$ cat config.mk
export PLATFORM = sky130hd
export DESIGN_NAME = lcd_bus_arbiter
export DESIGN_NICKNAME = d
export VERILOG_FILES = /design/src/rtl/lcd_bus_arbiter.sv
export SDC_FILE = /design/constraint.sdc
export NUM_CORES = 1
export LEC_CHECK = 0
export ABC_CLOCK_PERIOD_IN_PS = 3020
export BUFFER_PORTS_ARGS = -buffer_cell sky130_fd_sc_hd__buf_2
export CORE_UTILIZATION = 25
export DETAILED_ROUTE_END_ITERATION = 8
export SYNTH_ARGS = -nofsm -noshare
export SYNTH_HDL_FRONTEND = slang
export SYNTH_SLANG_ARGS = --single-unit
export TNS_END_PERCENT = 50
$ cat constraint.sdc
create_clock -name Clock -period 3.02 [get_ports Clock]
set_input_delay 0.604 -clock Clock [delete_from_list [all_inputs] [get_ports Clock]]
set_output_delay 0.604 -clock Clock [all_outputs]
set_load 0.05 [all_outputs]
$ cat src/rtl/lcd_bus_arbiter.sv
// Round-robin arbiter sharing one HD44780-style LCD bus between two byte requesters.
// Each granted byte is driven with setup, enable pulse, hold and controller execution delay.
module lcd_bus_arbiter #(
  parameter int T_SETUP = 2,
  parameter int T_EN    = 12,
  parameter int T_CMD   = 2000,
  parameter int T_LONG  = 82000,
  parameter int CNT_W   = 17
) (
  input  logic       Clock,
  input  logic       Reset,
  input  logic       Req_a_valid,
  input  logic       Req_a_rs,
  input  logic [7:0] Req_a_data,
  output logic       Req_a_ready,
  input  logic       Req_b_valid,
  input  logic       Req_b_rs,
  input  logic [7:0] Req_b_data,
  output logic       Req_b_ready,
  output logic       Busy,
  output logic       Grant_b,
  output logic       LCD_EN,
  output logic       LCD_RS,
  output logic       LCD_RW,
  output logic [7:0] LCD_DADOS
);

  typedef enum logic [2:0] {
    IDLE  = 3'd0,
    SETUP = 3'd1,
    PULSE = 3'd2,
    HOLD  = 3'd3,
    WAIT  = 3'd4
  } state_t;

  localparam logic [CNT_W-1:0] LD_SETUP = CNT_W'(T_SETUP - 1);
  localparam logic [CNT_W-1:0] LD_EN    = CNT_W'(T_EN - 1);
  localparam logic [CNT_W-1:0] LD_CMD   = CNT_W'(T_CMD - 1);
  localparam logic [CNT_W-1:0] LD_LONG  = CNT_W'(T_LONG - 1);
  localparam logic [CNT_W-1:0] CNT_ZERO = {CNT_W{1'b0}};
  localparam logic [CNT_W-1:0] CNT_ONE  = {{(CNT_W-1){1'b0}}, 1'b1};

  state_t           state_r, state_nxt_s;
  logic [CNT_W-1:0] cnt_r, cnt_nxt_s;
  logic             ptr_b_r;
  logic             sel_b_s;
  logic             accept_s;
  logic             cnt_zero_s;

  // Clear (0x01) and return-home (0x02/0x03) need the long controller execution time.
  function automatic logic is_long_cmd(input logic rs, input logic [7:0] data);
    return (rs == 1'b0) && (data[7:2] == 6'd0) && (data[1:0] != 2'd0);
  endfunction

  assign Busy   = (state_r != IDLE);
  assign LCD_RW = 1'b0;

  // Arbitration, handshake and next-state/counter computation.
  always_comb begin
    state_nxt_s = state_r;
    cnt_nxt_s   = cnt_r;
    accept_s    = 1'b0;
    Req_a_ready = 1'b0;
    Req_b_ready = 1'b0;
    sel_b_s     = Req_b_valid & (~Req_a_valid | ptr_b_r);
    cnt_zero_s  = (cnt_r == CNT_ZERO);
    case (state_r)
      IDLE: begin
        if ((Req_a_valid | Req_b_valid) & ~Reset) begin
          accept_s    = 1'b1;
          Req_a_ready = ~sel_b_s;
          Req_b_ready = sel_b_s;
          state_nxt_s = SETUP;
          cnt_nxt_s   = LD_SETUP;
        end else begin
          state_nxt_s = IDLE;
        end
      end
      SETUP: begin
        if (cnt_zero_s) begin
          state_nxt_s = PULSE;
          cnt_nxt_s   = LD_EN;
        end else begin
          cnt_nxt_s = cnt_r - CNT_ONE;
        end
      end
      PULSE: begin
        if (cnt_zero_s) begin
          state_nxt_s = HOLD;
          cnt_nxt_s   = LD_SETUP;
        end else begin
          cnt_nxt_s = cnt_r - CNT_ONE;
        end
      end
      HOLD: begin
        if (cnt_zero_s) begin
          state_nxt_s = WAIT;
          cnt_nxt_s   = is_long_cmd(LCD_RS, LCD_DADOS) ? LD_LONG : LD_CMD;
        end else begin
          cnt_nxt_s = cnt_r - CNT_ONE;
        end
      end
      WAIT: begin
        if (cnt_zero_s) begin
          state_nxt_s = IDLE;
          cnt_nxt_s   = CNT_ZERO;
        end else begin
          cnt_nxt_s = cnt_r - CNT_ONE;
        end
      end
      default: begin
        state_nxt_s = IDLE;
        cnt_nxt_s   = CNT_ZERO;
      end
    endcase
  end

  // State and delay counter registers.
  always_ff @(posedge Clock or posedge Reset) begin
    if (Reset) begin
      state_r <= IDLE;
      cnt_r   <= CNT_ZERO;
    end else begin
      state_r <= state_nxt_s;
      cnt_r   <= cnt_nxt_s;
    end
  end

  // Bus pins, owner and priority pointer; EN follows the next state so it is glitch-free.
  always_ff @(posedge Clock or posedge Reset) begin
    if (Reset) begin
      LCD_EN    <= 1'b0;
      LCD_RS    <= 1'b0;
      LCD_DADOS <= 8'h00;
      Grant_b   <= 1'b0;
      ptr_b_r   <= 1'b0;
    end else begin
      LCD_EN <= (state_nxt_s == PULSE);
      if (accept_s) begin
        LCD_RS    <= sel_b_s ? Req_b_rs : Req_a_rs;
        LCD_DADOS <= sel_b_s ? Req_b_data : Req_a_data;
        Grant_b   <= sel_b_s;
        ptr_b_r   <= ~sel_b_s;
      end
    end
  end

endmodule

==> results_dict.tcl <==
set metrics [dict create \
    worstSkewPairLatency_ns 0.29 \
    syn_to_final_growth_pct 21.5 \
    finalCritPeriodShare_pct 79.1 \
    highest_layer "met4" \
    slew_headroom_pct 37.8 \
    yosys_warnings 0 \
    syn-num-nets 216 \
    cts_setup_buffers 0 \
    p_leak_nw 0.983 \
    worst_pin_slew_ns 0.933 \
    antenna_found_initial 0 \
    globalplace.congestion 0.769 \
    timing.rr.end "cnt_r[3]$_DFFE_PP0P_" \
    synth_edf_count 0 \
    yosys_most_used_dff "dfrtp_1" \
    maxCapViolCount 0 \
    grt_first_pass_wirelength_um 6690 \
    htree_levels 2 \
    layout_commonest_cell "buf_2" \
    numClockSinks 32 \
    wirelength_um 3820 \
    rsz0062_at_grt "no" \
    fmax_ghz 0.419 \
    met2_length_um 1580 \
    async_flop_share_pct 100 \
    critPathCaptureType "output pin" \
    drcViolationCount 0 \
    r2r_setup_slack_ns 0.72 \
    ys_seq_elements 32 \
    start_util_pct 25.8 \
    cts_tree "yes" \
    dp_hpwl_um 2760 \
    finalNetCount 254 \
    layout_common_cells "35 x buf_2, 32 x dfrtp_1, 22 x nand2_1" \
    antenna_left 0 \
    drtIter0Drc 101 \
    grt_pass1_vias 1422 \
    min_period_ns 2.39 \
    worstSetupPathType "flop to output pin" \
    syn_area_mm2 0.00175 \
    startpoint_type "flop" \
    crit_required_ns 2.42 \
    ios 37 \
    cts_max_path_buffers 2 \
    firstDrtPassIters 4 \
    fp.dieArea_mm2 0.00736 \
    wl_met1_um 2010 \
    grt.total_usage_pct 11.5 \
    synth_area_leaders "dfrtp_1 46%, mux2i_1 6.3%, o21ai_0 5.7%" \
    reg2reg_depth 7 \
    grt_max_degree 25 \
    ys_seq_area_share_pct 45.6 \
    fin_setup_tns_ns 0 \
    numCtsBuffers 5 \
    dpl.cell_count 320 \
    cp_max_fo 9 \
    synth_area_leader_cell "dfrtp_1" \
    r2r-start "cnt_r[0]$_DFFE_PP0P_" \
    synth_cell_type_count 43 \
    routed-wl-met3_um 180 \
    min_path_type "flop to flop" \
    power.density_mw_per_mm2 402 \
    outcome "finished clean" \
    vias_per_cell 4.61 \
    coreArea_mm2 0.00679 \
    whs_endpoint "Grant_b$_DFFE_PP0P_" \
    fp.dieH_um 85.8 \
    antenna_cells 0 \
    wl_per_cell_um 11.7 \
    cp.arrival_ns 1.78 \
    min_from "Grant_b$_DFFE_PP0P_" \
    vdd_ir_drop_max_uv 202 \
    finalClockSkew_ns 0.0104 \
    holdPathStages 1 \
    fillers 717 \
    clkTransAtPathRegs_ns 0.07 \
    cts_hold_buf 0 \
    die_w_um 85.8 \
    clockRootBuffer "clkbuf_8" \
    synth.top_cell.area_share_pct 45.6 \
    rows 30 \
    num_vias 1511 \
    netlist_instances 193 \
    syn_area_per_cell_um2 9.09 \
    layout.cells.non_filler 328 \
    hold_viol 0 \
    post_cts_resize_count 0 \
    grt.overflow.total 0 \
    final_max_slew_viol_count 0 \
    drive_gt1_share_pct 22.4 \
    port_buffers 35 \
    finalSetupViolations 0 \
]
==> synthesized netlist by cell type, types with 2 or more instances <==
cell type / instances
dfrtp_1: 32
nand2_1: 22
o21ai_0: 20
nor2_1: 18
mux2i_1: 11
inv_1: 8
nor3_1: 8
nand2b_1: 5
a21oi_1: 4
buf_2: 4
nand3_1: 4
o22ai_1: 4
o41ai_1: 4
a21o_1: 3
a22o_1: 3
a31oi_1: 3
and2_1: 3
nor4_1: 3
o211ai_1: 3
a22oi_1: 2
buf_4: 2
clkbuf_1: 2
o21ai_1: 2
o31ai_1: 2
or2_2: 2
or3_1: 2
==> cell type report <==
type / instances / area [um2] / area share [%]
clock inverters: 1 / 7.51 / 0.352
flip-flops and latches: 32 / 801 / 37.6
inverters: 8 / 30.0 / 1.41
well taps: 96 / 120 / 5.64
multi-input cells: 145 / 881 / 41.3
clock buffers: 7 / 86.3 / 4.05
repair buffers: 39 / 205 / 9.63
==> sequential cells by signal, summed over array words and instances (netlist names) <==
name and count:
cnt_r 17, LCD_DADOS 8, state_r 3, Grant_b 1, LCD_EN 1, LCD_RS 1, ptr_b_r 1
==> worst max-delay path by stage <==
| stage | from | slack, ns | end |
|---|---|---|---|
| 3_5_place_dp | cnt_r[0]$_DFFE_PP0P_ | 0.77 | cnt_r[3]$_DFFE_PP0P_ |
| 6_report | state_r[2]$_DFF_PP0_ | 0.63 | Req_a_ready |
| 2_1_floorplan | state_r[2]$_DFF_PP0_ | 0.74 | Req_a_ready |
| 4_1_cts | state_r[2]$_DFF_PP0_ | 0.62 | Req_a_ready |
| 5_1_grt | state_r[2]$_DFF_PP0_ | 0.45 | Req_a_ready |
| 3_3_place_gp | cnt_r[0]$_DFFE_PP0P_ | 0.87 | cnt_r[3]$_DFFE_PP0P_ |
==> logic make-up after synthesis <==
logic type / synth area share (%)
mux: 6.28
flops: 45.6
other cells: 0.214
fa+ha+maj: 0.713
buf+inv: 4.14
compound gates: 21.1
simple gates: 20.9
xor+xnor: 0.999
==> through the flow <==
stage / power, W / hold slack (ns) / worst slack (ns) / util (%) / cell area [um2]
finish: 0.000857 / 0.480 / 0.632 / 31.4 / 2130
global route: 0.000901 / 0.509 / 0.450 / 31.4 / 2130
CTS: 0.000872 / 0.492 / 0.620 / 31.4 / 2130
detailed placement: 0.000517 / 0.472 / 0.768 / 30.0 / 2040
global placement: 0.000516 / 0.465 / 0.865 / 30.0 / 2040
floorplan: 0.000493 / 0.461 / 0.744 / - / 1750
==> layer usage <==
layer	GRT usage, %	vias up
li1	-	768
met1	16.8	694
met2	16.4	43
met3	2.89	6
met4	4.09	0
met5	0	-
==> report_power, final <==
group | internal [W] | switching (W) | total [W] | leakage (nW)
sequential | 0.000439 | 0.0000104 | 0.000449 | 0.367
clock | 0.000185 | 0.000164 | 0.000349 | 0.0445
combinational | 0.0000278 | 0.0000312 | 0.0000590 | 0.572
==> critical path, stage by stage (launching register included) <==
cell and delay [ns]:
dfrtp_1 0.46, nor3_1 0.32, inv_1 0.18, nor2_1 0.16
and2_1 0.13, buf_2 0.25
Power figures use the tool's default switching activity.
